[src/rtl/bip1_debug_unit.sv]
`timescale 1ns/1ps
// ---------------------------------------------------------------------------
// bip1_debug_unit
//
// UART-side debug controller for the BIP1 system. It waits for a start
// command byte from the host, then enables the CPU and counts its clock
// cycles. When the CPU halts, the block freezes the CPU and snapshots PC,
// ACC and the cycle count. It then streams an 8-byte frame back through the
// UART transmitter:
//   PC[15:8] PC[7:0] ACC[15:8] ACC[7:0] CNT[31:24] CNT[23:16] CNT[15:8] CNT[7:0]
//
// Ports:
//   i_clk        system clock, rising edge
//   i_rst        asynchronous active-low reset
//   i_rx_data    byte from the UART receiver
//   i_rx_valid   one-cycle pulse, i_rx_data valid
//   i_tx_done    one-cycle pulse, transmitter finished the current byte
//   o_tx_data    byte to transmit (held while the byte is in flight)
//   o_tx_start   one-cycle pulse, start transmitting o_tx_data
//   i_pc         CPU program counter
//   i_acc        CPU accumulator
//   i_cpu_halt   CPU has executed HLT (level)
//   o_cpu_enable CPU clock enable
//   o_busy       high in every state except IDLE
// ---------------------------------------------------------------------------
module bip1_debug_unit #(
    parameter int              NB_ADDR   = 11,
    parameter int              NB_DATA   = 16,
    parameter int              NB_CNT    = 32,
    parameter int              DBIT      = 8,
    parameter logic [DBIT-1:0] CMD_START = 8'h01
) (
    input  logic               i_clk,
    input  logic               i_rst,
    input  logic [DBIT-1:0]    i_rx_data,
    input  logic               i_rx_valid,
    input  logic               i_tx_done,
    output logic [DBIT-1:0]    o_tx_data,
    output logic               o_tx_start,
    input  logic [NB_ADDR-1:0] i_pc,
    input  logic [NB_DATA-1:0] i_acc,
    input  logic               i_cpu_halt,
    output logic               o_cpu_enable,
    output logic               o_busy
);

    typedef enum logic [1:0] {
        IDLE    = 2'd0,
        RUN     = 2'd1,
        SEND    = 2'd2,
        WAIT_TX = 2'd3
    } state_t;

    localparam logic [2:0] LAST_BYTE = 3'd7;

    state_t              state;
    logic [NB_CNT-1:0]   cnt;
    logic [15:0]         pc_snap;
    logic [NB_DATA-1:0]  acc_snap;
    logic [2:0]          idx;
    logic [7:0]          frame_byte;

    // Byte selector for the outgoing frame, MSB first within each field.
    // The counter needs no separate snapshot: it only moves while in RUN,
    // so it is frozen for the whole frame.
    always_comb begin
        // NOTE: default assignment first so every path drives frame_byte and
        // no latch is inferred.
        frame_byte = 8'h00;
        case (idx)
            3'd0:    frame_byte = pc_snap[15:8];
            3'd1:    frame_byte = pc_snap[7:0];
            3'd2:    frame_byte = acc_snap[15:8];
            3'd3:    frame_byte = acc_snap[7:0];
            3'd4:    frame_byte = cnt[31:24];
            3'd5:    frame_byte = cnt[23:16];
            3'd6:    frame_byte = cnt[15:8];
            3'd7:    frame_byte = cnt[7:0];
            default: frame_byte = 8'h00;
        endcase
    end

    // Single registered FSM; every output is a flop so the CPU enable and
    // the UART strobe are glitch-free.
    always_ff @(posedge i_clk or negedge i_rst) begin
        if (!i_rst) begin
            state        <= IDLE;
            cnt          <= '0;
            pc_snap      <= '0;
            acc_snap     <= '0;
            idx          <= '0;
            o_tx_data    <= '0;
            o_tx_start   <= 1'b0;
            o_cpu_enable <= 1'b0;
            o_busy       <= 1'b0;
        end else begin
            // NOTE: non-blocking assignments throughout, so every register
            // updates from pre-edge values regardless of statement order.
            // The start strobe defaults low, giving a single-cycle pulse.
            o_tx_start <= 1'b0;

            case (state)
                IDLE: begin
                    // Halt is ignored here; only the start command matters.
                    if (i_rx_valid && (i_rx_data == CMD_START)) begin
                        cnt          <= '0;
                        o_cpu_enable <= 1'b1;
                        o_busy       <= 1'b1;
                        state        <= RUN;
                    end
                end

                RUN: begin
                    // The halt-sampling edge is counted too; saturate
                    // rather than wrap on very long runs.
                    if (cnt != '1) begin
                        cnt <= cnt + NB_CNT'(1);
                    end
                    if (i_cpu_halt) begin
                        pc_snap      <= 16'(i_pc);
                        acc_snap     <= i_acc;
                        o_cpu_enable <= 1'b0;
                        idx          <= '0;
                        state        <= SEND;
                    end
                end

                SEND: begin
                    o_tx_data  <= DBIT'(frame_byte);
                    o_tx_start <= 1'b1;
                    state      <= WAIT_TX;
                end

                WAIT_TX: begin
                    // o_tx_data holds until the transmitter reports done.
                    if (i_tx_done) begin
                        if (idx == LAST_BYTE) begin
                            o_busy <= 1'b0;
                            state  <= IDLE;
                        end else begin
                            idx   <= idx + 3'd1;
                            state <= SEND;
                        end
                    end
                end

                default: begin
                    o_cpu_enable <= 1'b0;
                    o_busy       <= 1'b0;
                    state        <= IDLE;
                end
            endcase
        end
    end

endmodule

[config.mk]
export PLATFORM = sky130hd
export DESIGN_NAME = bip1_debug_unit
export DESIGN_NICKNAME = d
export VERILOG_FILES = /design/src/rtl/bip1_debug_unit.sv
export SDC_FILE = /design/constraint.sdc
export NUM_CORES = 1
export LEC_CHECK = 0
export CORE_ASPECT_RATIO = 1.2
export CORE_MARGIN = 10
export CORE_UTILIZATION = 39
export DETAILED_ROUTE_END_ITERATION = 8
export PLACE_DENSITY = 0.7
export SKIP_LAST_GASP = 1
export SLEW_MARGIN = 20
export SYNTH_ARGS = -nofsm -noshare
export SYNTH_HDL_FRONTEND = slang
export SYNTH_SLANG_ARGS = --single-unit
[constraint.sdc]
create_clock -name i_clk -period 3.1 [get_ports i_clk]
set_clock_uncertainty 0.15 [all_clocks]
set_input_delay 0.775 -clock i_clk [delete_from_list [all_inputs] [get_ports i_clk]]
set_output_delay 0.775 -clock i_clk [all_outputs]
set_load 0.1 [all_outputs]
**Yosys cells after proc, flatten, opt, wreduce, memory -nomap -nowiden**

Cells that the tools add are included.

- Register bits: 75
- Bits in latches: 0
- Memory bits (writable): 0
- ROM bits: 0
- Input bits: 40
- Output and inout bits: 11
- Word-level logic and storage cells: 61
- Memories: 0

- Add/sub/neg operators: 2
- Multiply operators: 0
- Div/mod/pow operators: 0
- $lt $le $gt $ge: 0
- Equal/unequal tests: 18
- Shift-type cells: 0
- Muxes and demuxes: 20
- Bitwise logic cells: 0
- Reduce and logical (&&, ||, !) cells: 12

Operators with widths:

| kind | count |
|---|---|
| $mux W32 | 2 |
| $pmux W32 S2 | 1 |
| $pmux W8 S8 | 1 |
| $add A32 B1 Y32 const B | 1 |
| $ne A32 B32 Y1 const B | 1 |
| $eq A3 B3 Y1 const B | 4 |
| $ne A2 B2 Y1 const B | 6 |
| $mux W3 | 3 |
| $reduce_and A3 Y1 | 3 |
| $eq A8 B1 Y1 const B | 1 |
| $mux W2 | 4 |
| $pmux W2 S4 | 1 |
| $reduce_and A4 Y1 | 2 |
| $eq A3 B2 Y1 const B | 2 |
| $pmux W3 S2 | 1 |
| $reduce_bool A2 Y1 | 3 |
| $mux W1 | 5 |
| $eq A2 B2 Y1 const B | 2 |
| $pmux W1 S2 | 2 |
| $add A3 B1 Y3 const B | 1 |
| $eq A3 B1 Y1 const B | 1 |
| $logic_not A3 Y1 | 1 |
| $eq A2 B1 Y1 const B | 1 |
| $logic_not A2 Y1 | 1 |
| 2 further kinds | 2 |

**Longest topological paths before layout**

Gate-level depths: netlist (run 1).

- Depth in word-level cells: 4
- Mapped depth: 9
- Depth with buffers taken out: 7

**Least setup slack after synthesis (run 1)**

No wires, ideal clock.

- Kind: input to register
- Start: input port i_rx_data[1]
- End: register cnt[23]
- Setup time: 126 ps
- Arrival: 2218 ps
- Data required time: 2824 ps
- Slack: 606 ps
- Stages: 6
- Buffers on the path: 1
- Path through: nor4b_1 and4b_1 and4b_4 or2_4 buf_6 a221o_1

- Word-level cells in the longest chain between the ends: 4

Ends and longest elaborated chain:

| element | RTL line | source |
|---|---|---|
| from (decl) | 35 | `input logic [DBIT-1:0] i_rx_data,` |
| $eq A8 B1 Y1 | 105 | `if (i_rx_valid && (i_rx_data == CMD_START)) begin` |
| $logic_and A1 B1 Y1 | 105 |  |
| $ne A2 B2 Y1 (no source line) | n/a |  |
| $reduce_and A3 Y1 (no source line) | n/a |  |
| to (signal assigned) | 117 | `cnt <= cnt + NB_CNT'(1);` |
| to (decl) | 57 | `logic [NB_CNT-1:0] cnt;` |

No other way between the ends.
A chain may end at the register's enable or synchronous reset.

**Final worst setup path (run 1)**

- Start: input port i_rx_data[1]
- End: register cnt[29]

Same word-level chain as after synthesis.

==> results of run 1 <==
worst max path at each step:
stage | slack (ns) | cells after the start | endpoint
global route | 0.35 | 7 | cnt[21]
global placement | 0.19 | 6 | cnt[29]
CTS | 0.45 | 6 | cnt[29]
floorplan | 0.61 | 6 | cnt[23]
detailed placement | 0.1 | 6 | cnt[29]
finish | 0.45 | 6 | cnt[29]
cell type report:
class / count / area [um2] / area share (%)
timing repair buffer: 62 / 571 / 11.6
clock inverter: 7 / 68.8 / 1.40
tap: 126 / 158 / 3.22
multi-input combinational: 279 / 1970 / 40.3
inverter: 8 / 30.0 / 0.613
sequential: 75 / 1880 / 38.3
clock buffer: 9 / 225 / 4.59
worst reg2reg max path, delay by kind of cell, from the launching register on:
family | cells | cell delay [ns]
fa+ha+maj | 1 | 0.29
compound gates | 1 | 0.20
buf+inv | 1 | 0.22
flops | 1 | 0.47
simple gates | 4 | 1.19
layer usage:
layer / global-route usage (%) / wire length, um / vias to the layer above
met2: 24.8 / 5650 / 127
met1: 16.4 / 4290 / 1746
li1: - / - / 1605
met4: 8.69 / 496 / 0
met3: 3.23 / 605 / 36
met5: 0 / 0 / -
power groups by stage:
| stage | Sequential, mW | Clock, mW | Combinational (mW) |
|---|---|---|---|
| after floorplan | 1.85 | 0 | 0.973 |
| after CTS | 1.67 | 1.05 | 1.67 |
| after detailed placement | 1.69 | 0 | 1.67 |
| after global placement | 1.67 | 0 | 1.63 |
| final | 1.68 | 1.04 | 1.67 |
| after global routing | 1.73 | 1.09 | 1.82 |
flip-flops by register name, indices dropped and copies added, names as in the netlist:
signal        cells
cnt              32
o_tx_data         8
idx               3
acc_snap         16
o_cpu_enable      1
o_tx_start        1
o_busy            1
state             2
pc_snap          11
per-stage QoR:
step           instance area, um2  cells
2_1_floorplan                4020    391
3_3_place_gp                 4610    550
3_5_place_dp                 4610    550
4_1_cts                      4900    566
5_1_grt                      4900    566
6_report                     4900    566
cells in the final DEF (no fill, tap or decap), types with 11 or more instances in the layout:
cell / count
sky130_fd_sc_hd__dfrtp_1: 75
sky130_fd_sc_hd__clkdlybuf4s50_1: 38
sky130_fd_sc_hd__mux2_2: 31
sky130_fd_sc_hd__nand2_1: 29
sky130_fd_sc_hd__a31oi_1: 28
sky130_fd_sc_hd__nand3_1: 23
sky130_fd_sc_hd__buf_4: 22
sky130_fd_sc_hd__o21ai_0: 16
sky130_fd_sc_hd__and3_1: 15
sky130_fd_sc_hd__nor2_1: 13
sky130_fd_sc_hd__and4_1: 11
sky130_fd_sc_hd__nand4_1: 11
kinds of logic after synthesis:
group           after synthesis  synth area share, %
simple gates                136                 19.3
xor+xnor                      2                0.436
buf+inv                      37                 4.18
compound gates              102                 18.2
mux                          32                 8.94
flops                        75                 46.7
fa+ha+maj                     7                 2.18
==> report_table.html, run 1 <==
<table>
<tr><th>Metric</th><th>Value</th></tr>
<tr><th colspan="2">STA</th></tr>
<tr><td>Final setup margin</td><td>~0.45 ns</td></tr>
<tr><td>RSZ-0062 raised after global routing</td><td>no</td></tr>
<tr><td>Period utilisation layout</td><td>a little under nine tenths</td></tr>
<tr><td>Final slew viol count</td><td>0</td></tr>
<tr><td>Max-Slew Margin vs Limit</td><td>between 50% and 60%</td></tr>
<tr><td>Worst-margin pin slew</td><td>between 0.6 and 0.7 ns</td></tr>
<tr><td>Post-Route Setup TNS</td><td>0 ns</td></tr>
<tr><td>Number of hold-slack violations in the final timing report</td><td>0</td></tr>
<tr><td>Clock period minus worst slack</td><td>2.65 ns</td></tr>
<tr><td>Setup-violating endpoint count in the final report</td><td>0</td></tr>
<tr><td>Post-route worst hold slack</td><td>roughly 0.29 ns</td></tr>
<tr><td>Max Fclk</td><td>about 380 MHz</td></tr>
<tr><th colspan="2">Power</th></tr>
<tr><td>Sum of internal, switching and leakage power</td><td>~4.4 mW</td></tr>
<tr><td>Internal portion of total power</td><td>about 2.6 mW</td></tr>
<tr><td>Relative contribution of the clock network to total power</td><td>23.6%</td></tr>
<tr><td>Sw frac</td><td>around two fifths</td></tr>
<tr><td>Leakage power total</td><td>approximately 2.1 nW</td></tr>
<tr><td>Power density over the cells</td><td>896 mW/mm2</td></tr>
<tr><td>Part of the power in combinational logic</td><td>between 30% and 40%</td></tr>
<tr><td>Register share of total power</td><td>a little under two fifths</td></tr>
<tr><td>Switching power of the nets</td><td>1.81 mW</td></tr>
<tr><td>Worst voltage drop across the vdd grid</td><td>0.488 mV</td></tr>
<tr><th colspan="2">Clock tree</th></tr>
<tr><td>Buffer count from post-CTS setup fixing</td><td>0</td></tr>
<tr><td>CTS Root Buffer Type</td><td>sky130_fd_sc_hd__clkbuf_16</td></tr>
<tr><td>Worst-case clock buffer depth</td><td>2</td></tr>
<tr><td>Clock buffer count from CTS</td><td>9</td></tr>
<tr><td>Hold buffer count at cts</td><td>0</td></tr>
<tr><td>Clock-pin transition on the worst setup and hold timing paths</td><td>0.06 ns</td></tr>
<tr><td>Clock tree from TritonCTS</td><td>done</td></tr>
<tr><td>Clk_lat worst skew</td><td>0.34 ns</td></tr>
<tr><td># clock sinks</td><td>75</td></tr>
<tr><td>Maximum level of the CTS H-tree</td><td>3</td></tr>
<tr><td>Post-CTS Resized</td><td>0</td></tr>
<tr><th colspan="2">Layout</th></tr>
<tr><td>Fill cells</td><td>900</td></tr>
<tr><td>Ant diodes</td><td>0</td></tr>
<tr><td>Layout Utilization</td><td>between 40% and 50%</td></tr>
<tr><td>Nets</td><td>482</td></tr>
<tr><td>Layout cell share with drive strength beyond 1</td><td>between 10% and 20%</td></tr>
<tr><td>Area growth syn-to-layout</td><td>22.1%</td></tr>
<tr><th colspan="2">Yosys</th></tr>
<tr><td>Ys Warns</td><td>0</td></tr>
<tr><td>Post-synth ARST share</td><td>between 90% and 100%</td></tr>
<tr><td>Synthesized cell area</td><td>0.00402 mm2</td></tr>
<tr><td>Top cell type by total area after synthesis</td><td>sky130_fd_sc_hd__dfrtp_1</td></tr>
<tr><td>Post-synthesis cell count</td><td>391</td></tr>
<tr><td>Share of the synthesized area in the top cell type</td><td>a little under half</td></tr>
<tr><td>Number of flops mapped to enable cells by yosys</td><td>0</td></tr>
<tr><td>Cell with the most instances after synthesis</td><td>sky130_fd_sc_hd__dfrtp_1</td></tr>
<tr><td>Number of nets produced by synthesis</td><td>438</td></tr>
<tr><td>Most frequent cells after synthesis</td><td>sky130_fd_sc_hd__dfrtp_1 (75), sky130_fd_sc_hd__mux2_2 (31), sky130_fd_sc_hd__nand2_1 (29)</td></tr>
<tr><td>Portion of the post-synthesis area used by sequential elements</td><td>between 40 and 50%</td></tr>
<tr><td>Mapped Avg Cell Area</td><td>between 10 and 15 um2</td></tr>
<tr><td>Number of distinct library cell variants in the gate-level netlist after synthesis</td><td>43</td></tr>
<tr><td>Main area contributors after synthesis</td><td>sky130_fd_sc_hd__dfrtp_1 (47%), sky130_fd_sc_hd__mux2_2 (8.7%), sky130_fd_sc_hd__a31oi_1 (4.4%), sky130_fd_sc_hd__nand3_1 (2.9%), sky130_fd_sc_hd__nand2_1 (2.7%)</td></tr>
<tr><td>Most frequently used flop master after synthesis</td><td>sky130_fd_sc_hd__dfrtp_1</td></tr>
<tr><td>Yosys reg bits</td><td>75</td></tr>
<tr><th colspan="2">Critical path</th></tr>
<tr><td>Start of the worst register-to-register path</td><td>cnt[0]</td></tr>
<tr><td>Largest stage delay on the critical path</td><td>just under 0.4 ns</td></tr>
<tr><td>R2r endpoint</td><td>cnt[21]</td></tr>
<tr><td>Req. time, crit path</td><td>about 3.2 ns</td></tr>
<tr><td>Crit. End Element</td><td>flop</td></tr>
<tr><td>Crit path from</td><td>i_rx_data[1]</td></tr>
<tr><td>Largest delay share family, worst path</td><td>simple AND/OR/NAND/NOR gates</td></tr>
<tr><td>Endpoint arrival time on the critical path</td><td>between 2 and 3 ns</td></tr>
<tr><td>Cell breakdown of the critical path</td><td>clkdlybuf4s50_1, nor4b_1, and4b_1, and4b_4, or2_4, a221o_1</td></tr>
<tr><td>Worst reg2reg path depth</td><td>7</td></tr>
<tr><td>WP buf/inv</td><td>1</td></tr>
<tr><td>Critical path's slowest cell</td><td>sky130_fd_sc_hd__clkdlybuf4s50_1</td></tr>
<tr><td>Sort of element at the start of the critical path</td><td>input pin</td></tr>
<tr><td>CP max FO</td><td>12</td></tr>
<tr><td>R2R setup slack</td><td>0.50 ns</td></tr>
<tr><td>Class of the most critical setup path</td><td>in -&gt; reg</td></tr>
<tr><th colspan="2">Global routing</th></tr>
<tr><td>Number of antenna violations at the first check in global routing</td><td>0</td></tr>
<tr><td>Gr ovfl total</td><td>0</td></tr>
<tr><td>Number of global-route vias before repair</td><td>roughly 3500</td></tr>
<tr><td>Global Route Usage Sum</td><td>~15%</td></tr>
<tr><td>Global-route wire length before repair</td><td>around 18000 um</td></tr>
<tr><td>Pin count of the biggest net entering global routing</td><td>52</td></tr>
<tr><th colspan="2">Route</th></tr>
<tr><td>Router iterations before antenna repair</td><td>5</td></tr>
<tr><td>Routed wire per std cell</td><td>a little under 20 um</td></tr>
<tr><td>Post-route DRC</td><td>0</td></tr>
<tr><td>Average via count per standard cell</td><td>just over 6</td></tr>
<tr><td>Routed Antenna Nets</td><td>0</td></tr>
<tr><td>Number of vias after detailed routing</td><td>roughly 3500</td></tr>
<tr><td>First-iteration detailed-routing DRC count</td><td>353</td></tr>
<tr><td>Post-Route WL</td><td>roughly 11000 um</td></tr>
<tr><th colspan="2">Die</th></tr>
<tr><td>Vert. Die Dim</td><td>about 130 um</td></tr>
<tr><td>Row cnt</td><td>40</td></tr>
<tr><td>Number of top-level pins</td><td>51</td></tr>
<tr><td>Full die area</td><td>about 0.015 mm2</td></tr>
<tr><td>Overall die width</td><td>113 um</td></tr>
<tr><td>Starting density of the core</td><td>roughly 40%</td></tr>
<tr><td>Floorplan core area</td><td>0.0101 mm2</td></tr>
<tr><th colspan="2">Outcome</th></tr>
<tr><td>Run status</td><td>finished clean</td></tr>
<tr><th colspan="2">Placement</th></tr>
<tr><td>Detailed Place HPWL</td><td>7990 um</td></tr>
<tr><td>Number of buffer cells added on primary ports</td><td>50</td></tr>
<tr><td>Pre-CTS setup slack</td><td>0.0955 ns</td></tr>
<tr><td>Final weighted congestion in routability-driven placement</td><td>0.877</td></tr>
<tr><th colspan="2">Job</th></tr>
<tr><td>Number of max-capacitance violations reported</td><td>0</td></tr>
<tr><th colspan="2">Worst hold path</th></tr>
<tr><td>Class of the tightest hold or removal check</td><td>in -&gt; async</td></tr>
</table>
Note: power is estimated with default switching activity, not from simulation.
==> run 2, diff against run 1 <==
--- a/config.mk
+++ b/config.mk
@@ -7,9 +7,9 @@
 export LEC_CHECK = 0
 export CORE_ASPECT_RATIO = 1.2
 export CORE_MARGIN = 10
-export CORE_UTILIZATION = 39
+export CORE_UTILIZATION = 30
 export DETAILED_ROUTE_END_ITERATION = 8
-export PLACE_DENSITY = 0.7
+export PLACE_DENSITY = 0.58
 export SKIP_LAST_GASP = 1
 export SLEW_MARGIN = 20
 export SYNTH_ARGS = -nofsm -noshare
==> report_table.html, run 2 (synthesis results as in run 1) <==
<table>
<tr><th>Metric</th><th>Value</th></tr>
<tr><th colspan="2">Layout</th></tr>
<tr><td>Area growth syn-to-layout</td><td>24.1%</td></tr>
<tr><td>Biggest register</td><td>cnt</td></tr>
<tr><td>Max FFs per register</td><td>32 (unchanged)</td></tr>
<tr><td>Layout cell share with drive strength beyond 1</td><td>17.6% (+0.56 points)</td></tr>
<tr><td>Layout Utilization</td><td>37.8% (-11 points)</td></tr>
<tr><td>Most common cell after layout, fill and taps aside</td><td>sky130_fd_sc_hd__dfrtp_1</td></tr>
<tr><td>Ant diodes</td><td>0 (unchanged)</td></tr>
<tr><td>Commonest cells after routing, fill and taps aside</td><td>sky130_fd_sc_hd__dfrtp_1 (75), sky130_fd_sc_hd__clkdlybuf4s50_1 (38), sky130_fd_sc_hd__mux2_2 (31)</td></tr>
<tr><td>Biggest registers after layout</td><td>cnt (32), acc_snap (16), pc_snap (11)</td></tr>
<tr><td>Nets</td><td>485 (+0.62%)</td></tr>
<tr><th colspan="2">Clock tree</th></tr>
<tr><td>Clock-pin transition on the worst setup and hold timing paths</td><td>0.06 ns (about the same)</td></tr>
<tr><td>Hold buffer count at cts</td><td>0 (unchanged)</td></tr>
<tr><td>Clock tree from TritonCTS</td><td>done</td></tr>
<tr><td>Maximum level of the CTS H-tree</td><td>3 (unchanged)</td></tr>
<tr><td>Buffer count from post-CTS setup fixing</td><td>0 (unchanged)</td></tr>
<tr><td>Clock buffer count from CTS</td><td>9 (unchanged)</td></tr>
<tr><td>Clk_lat worst skew</td><td>0.34 ns (about the same)</td></tr>
<tr><td>Worst-case clock buffer depth</td><td>2 (unchanged)</td></tr>
<tr><td>CTS Root Buffer Type</td><td>sky130_fd_sc_hd__clkbuf_16</td></tr>
<tr><td>Post-CTS Resized</td><td>0 (unchanged)</td></tr>
<tr><td># clock sinks</td><td>75 (unchanged)</td></tr>
<tr><th colspan="2">Global routing</th></tr>
<tr><td>Gr ovfl total</td><td>0 (unchanged)</td></tr>
<tr><td>Pin count of the biggest net entering global routing</td><td>48 (-7.7%)</td></tr>
<tr><td>Global Route Usage Sum</td><td>12.4% (-2.3 points)</td></tr>
<tr><td>Number of antenna violations at the first check in global routing</td><td>0 (unchanged)</td></tr>
<tr><td>Global-route wire length before repair</td><td>18700 um (+3.7%)</td></tr>
<tr><td>Number of global-route vias before repair</td><td>3409 (-3.7%)</td></tr>
<tr><th colspan="2">Worst hold path</th></tr>
<tr><td>Class of the tightest hold or removal check</td><td>in -&gt; async</td></tr>
<tr><th colspan="2">Die</th></tr>
<tr><td>Vert. Die Dim</td><td>147 um (+12%)</td></tr>
<tr><td>Full die area</td><td>0.0184 mm2 (+25%)</td></tr>
<tr><td>Number of top-level pins</td><td>51 (unchanged)</td></tr>
<tr><td>Floorplan core area</td><td>0.0132 mm2 (+31%)</td></tr>
<tr><td>Overall die width</td><td>126 um (+12%)</td></tr>
<tr><td>Starting density of the core</td><td>30.5% (-9.4 points)</td></tr>
<tr><td>Row cnt</td><td>46 (+15%)</td></tr>
<tr><th colspan="2">STA</th></tr>
<tr><td>Post-Route Setup TNS</td><td>0 ns (unchanged)</td></tr>
<tr><td>Final setup margin</td><td>0.444 ns (-0.00498 ns)</td></tr>
<tr><td>Setup-violating endpoint count in the final report</td><td>0 (unchanged)</td></tr>
<tr><td>Max Fclk</td><td>376 MHz (-0.19%)</td></tr>
<tr><td>RSZ-0062 raised after global routing</td><td>no</td></tr>
<tr><td>Max-Slew Margin vs Limit</td><td>55.4% (-3.3 points)</td></tr>
<tr><td>Period utilisation layout</td><td>85.7% (+0.16 points)</td></tr>
<tr><td>Final slew viol count</td><td>0 (unchanged)</td></tr>
<tr><td>Number of hold-slack violations in the final timing report</td><td>0 (unchanged)</td></tr>
<tr><td>Clock period minus worst slack</td><td>2.66 ns (+0.00498 ns)</td></tr>
<tr><td>Post-route worst hold slack</td><td>0.301 ns (+0.0120 ns)</td></tr>
<tr><td>Worst-margin pin slew</td><td>0.667 ns (+0.0527 ns)</td></tr>
<tr><th colspan="2">Placement</th></tr>
<tr><td>Final weighted congestion in routability-driven placement</td><td>0.895 (+2.1%)</td></tr>
<tr><td>Pre-CTS setup slack</td><td>0.0662 ns (-0.0293 ns)</td></tr>
<tr><td>Number of buffer cells added on primary ports</td><td>50 (unchanged)</td></tr>
<tr><td>Detailed Place HPWL</td><td>8370 um (+4.7%)</td></tr>
<tr><th colspan="2">Critical path</th></tr>
<tr><td>Req. time, crit path</td><td>3.17 ns (about the same)</td></tr>
<tr><td>CP max FO</td><td>12 (unchanged)</td></tr>
<tr><td>Endpoint arrival time on the critical path</td><td>2.72 ns (about the same)</td></tr>
<tr><td>Sort of element at the start of the critical path</td><td>input pin</td></tr>
<tr><td>Crit. End Element</td><td>flop</td></tr>
<tr><td>Class of the most critical setup path</td><td>in -&gt; reg</td></tr>
<tr><th colspan="2">Power</th></tr>
<tr><td>Sw frac</td><td>41.1% (-0.052 points)</td></tr>
<tr><td>Switching power of the nets</td><td>1.82 mW (+0.99%)</td></tr>
<tr><td>Power density over the cells</td><td>891 mW/mm2 (-0.51%)</td></tr>
<tr><td>Leakage power total</td><td>2.14 nW (+0.88%)</td></tr>
<tr><td>Internal portion of total power</td><td>2.62 mW (+1.2%)</td></tr>
<tr><td>Relative contribution of the clock network to total power</td><td>24.3% (+0.7 points)</td></tr>
<tr><td>Worst voltage drop across the vdd grid</td><td>0.381 mV (-22%)</td></tr>
<tr><td>Register share of total power</td><td>37.5% (-0.8 points)</td></tr>
<tr><td>Part of the power in combinational logic</td><td>38.2% (about the same)</td></tr>
<tr><th colspan="2">Job</th></tr>
<tr><td>Number of max-capacitance violations reported</td><td>0 (unchanged)</td></tr>
<tr><th colspan="2">Route</th></tr>
<tr><td>Routed wire per std cell</td><td>18.7 um (-4.3%)</td></tr>
<tr><td>Routed Antenna Nets</td><td>0 (unchanged)</td></tr>
<tr><td>Router iterations before antenna repair</td><td>6 (+1)</td></tr>
<tr><td>Average via count per standard cell</td><td>5.57 (-10%)</td></tr>
<tr><td>Post-Route WL</td><td>11400 um (+3.3%)</td></tr>
<tr><td>Post-route DRC</td><td>0 (unchanged)</td></tr>
<tr><td>First-iteration detailed-routing DRC count</td><td>307 (-13%)</td></tr>
<tr><td>Number of vias after detailed routing</td><td>3406 (-3.1%)</td></tr>
<tr><th colspan="2">Outcome</th></tr>
<tr><td>Run status</td><td>finished clean</td></tr>
</table>
==> run 2: worst paths after layout <==
kind                                    from            to  slack [ns]  depth (start not counted)
worst max-delay path            i_rx_data[2]        cnt[8]        0.44                          6
worst min-delay path                   i_rst    o_tx_start        0.30                          1
worst max register to register        cnt[9]       cnt[26]        0.52                          6
worst min register to register  o_cpu_enable  o_cpu_enable        0.33                          2
max in group asynchronous              i_rst       cnt[26]        1.81                          2
min in group i_clk              o_cpu_enable  o_cpu_enable        0.33                          2
==> run 2: layout make-up <==
type	count	area [um2]
tap	168	210
inverter	8	30.0
timing repair buffer	65	583
multi-input combinational	279	1970
sequential	75	1880
clock inverter	7	83.8
clock buffer	9	225
fill	1275	8200
==> run 2: through the flow <==
| stage | instances | total power [mW] | instance area [um2] |
|---|---|---|---|
| after floorplan | 391 | 2.82 | 4020 |
| after global placement | 595 | 3.35 | 4670 |
| after detailed placement | 595 | 3.39 | 4670 |
| after CTS | 611 | 4.48 | 4980 |
| after global routing | 611 | 4.72 | 4980 |
| final | 611 | 4.44 | 4980 |
==> run 2: critical path, cell delays in order <==
cell and delay (ns):
sky130_fd_sc_hd__clkdlybuf4s50_1 0.40, sky130_fd_sc_hd__nor4_1 0.26, sky130_fd_sc_hd__and4b_1 0.35, sky130_fd_sc_hd__and4b_4 0.26
sky130_fd_sc_hd__or2_4 0.32, sky130_fd_sc_hd__a221o_1 0.36
==> run 2: power groups by stage <==
stage                     sequential (mW)  clock, mW  combinational, mW
after floorplan                      1.85          0              0.973
after global placement               1.67          0               1.68
after detailed placement             1.68          0               1.71
after CTS                            1.66       1.11               1.71
after global routing                 1.72       1.15               1.85
final                                1.66       1.08               1.70
==> run 2: metal layers <==
| metal | vias to the layer above | global-route usage, % | share of wire [%] |
|---|---|---|---|
| li1 | 1624 | - | - |
| met1 | 1666 | 14.7 | 41 |
| met2 | 94 | 20.7 | 51 |
| met3 | 22 | 2.66 | 4.4 |
| met4 | 0 | 6.52 | 3.6 |
| met5 | - | 0 | 0 |
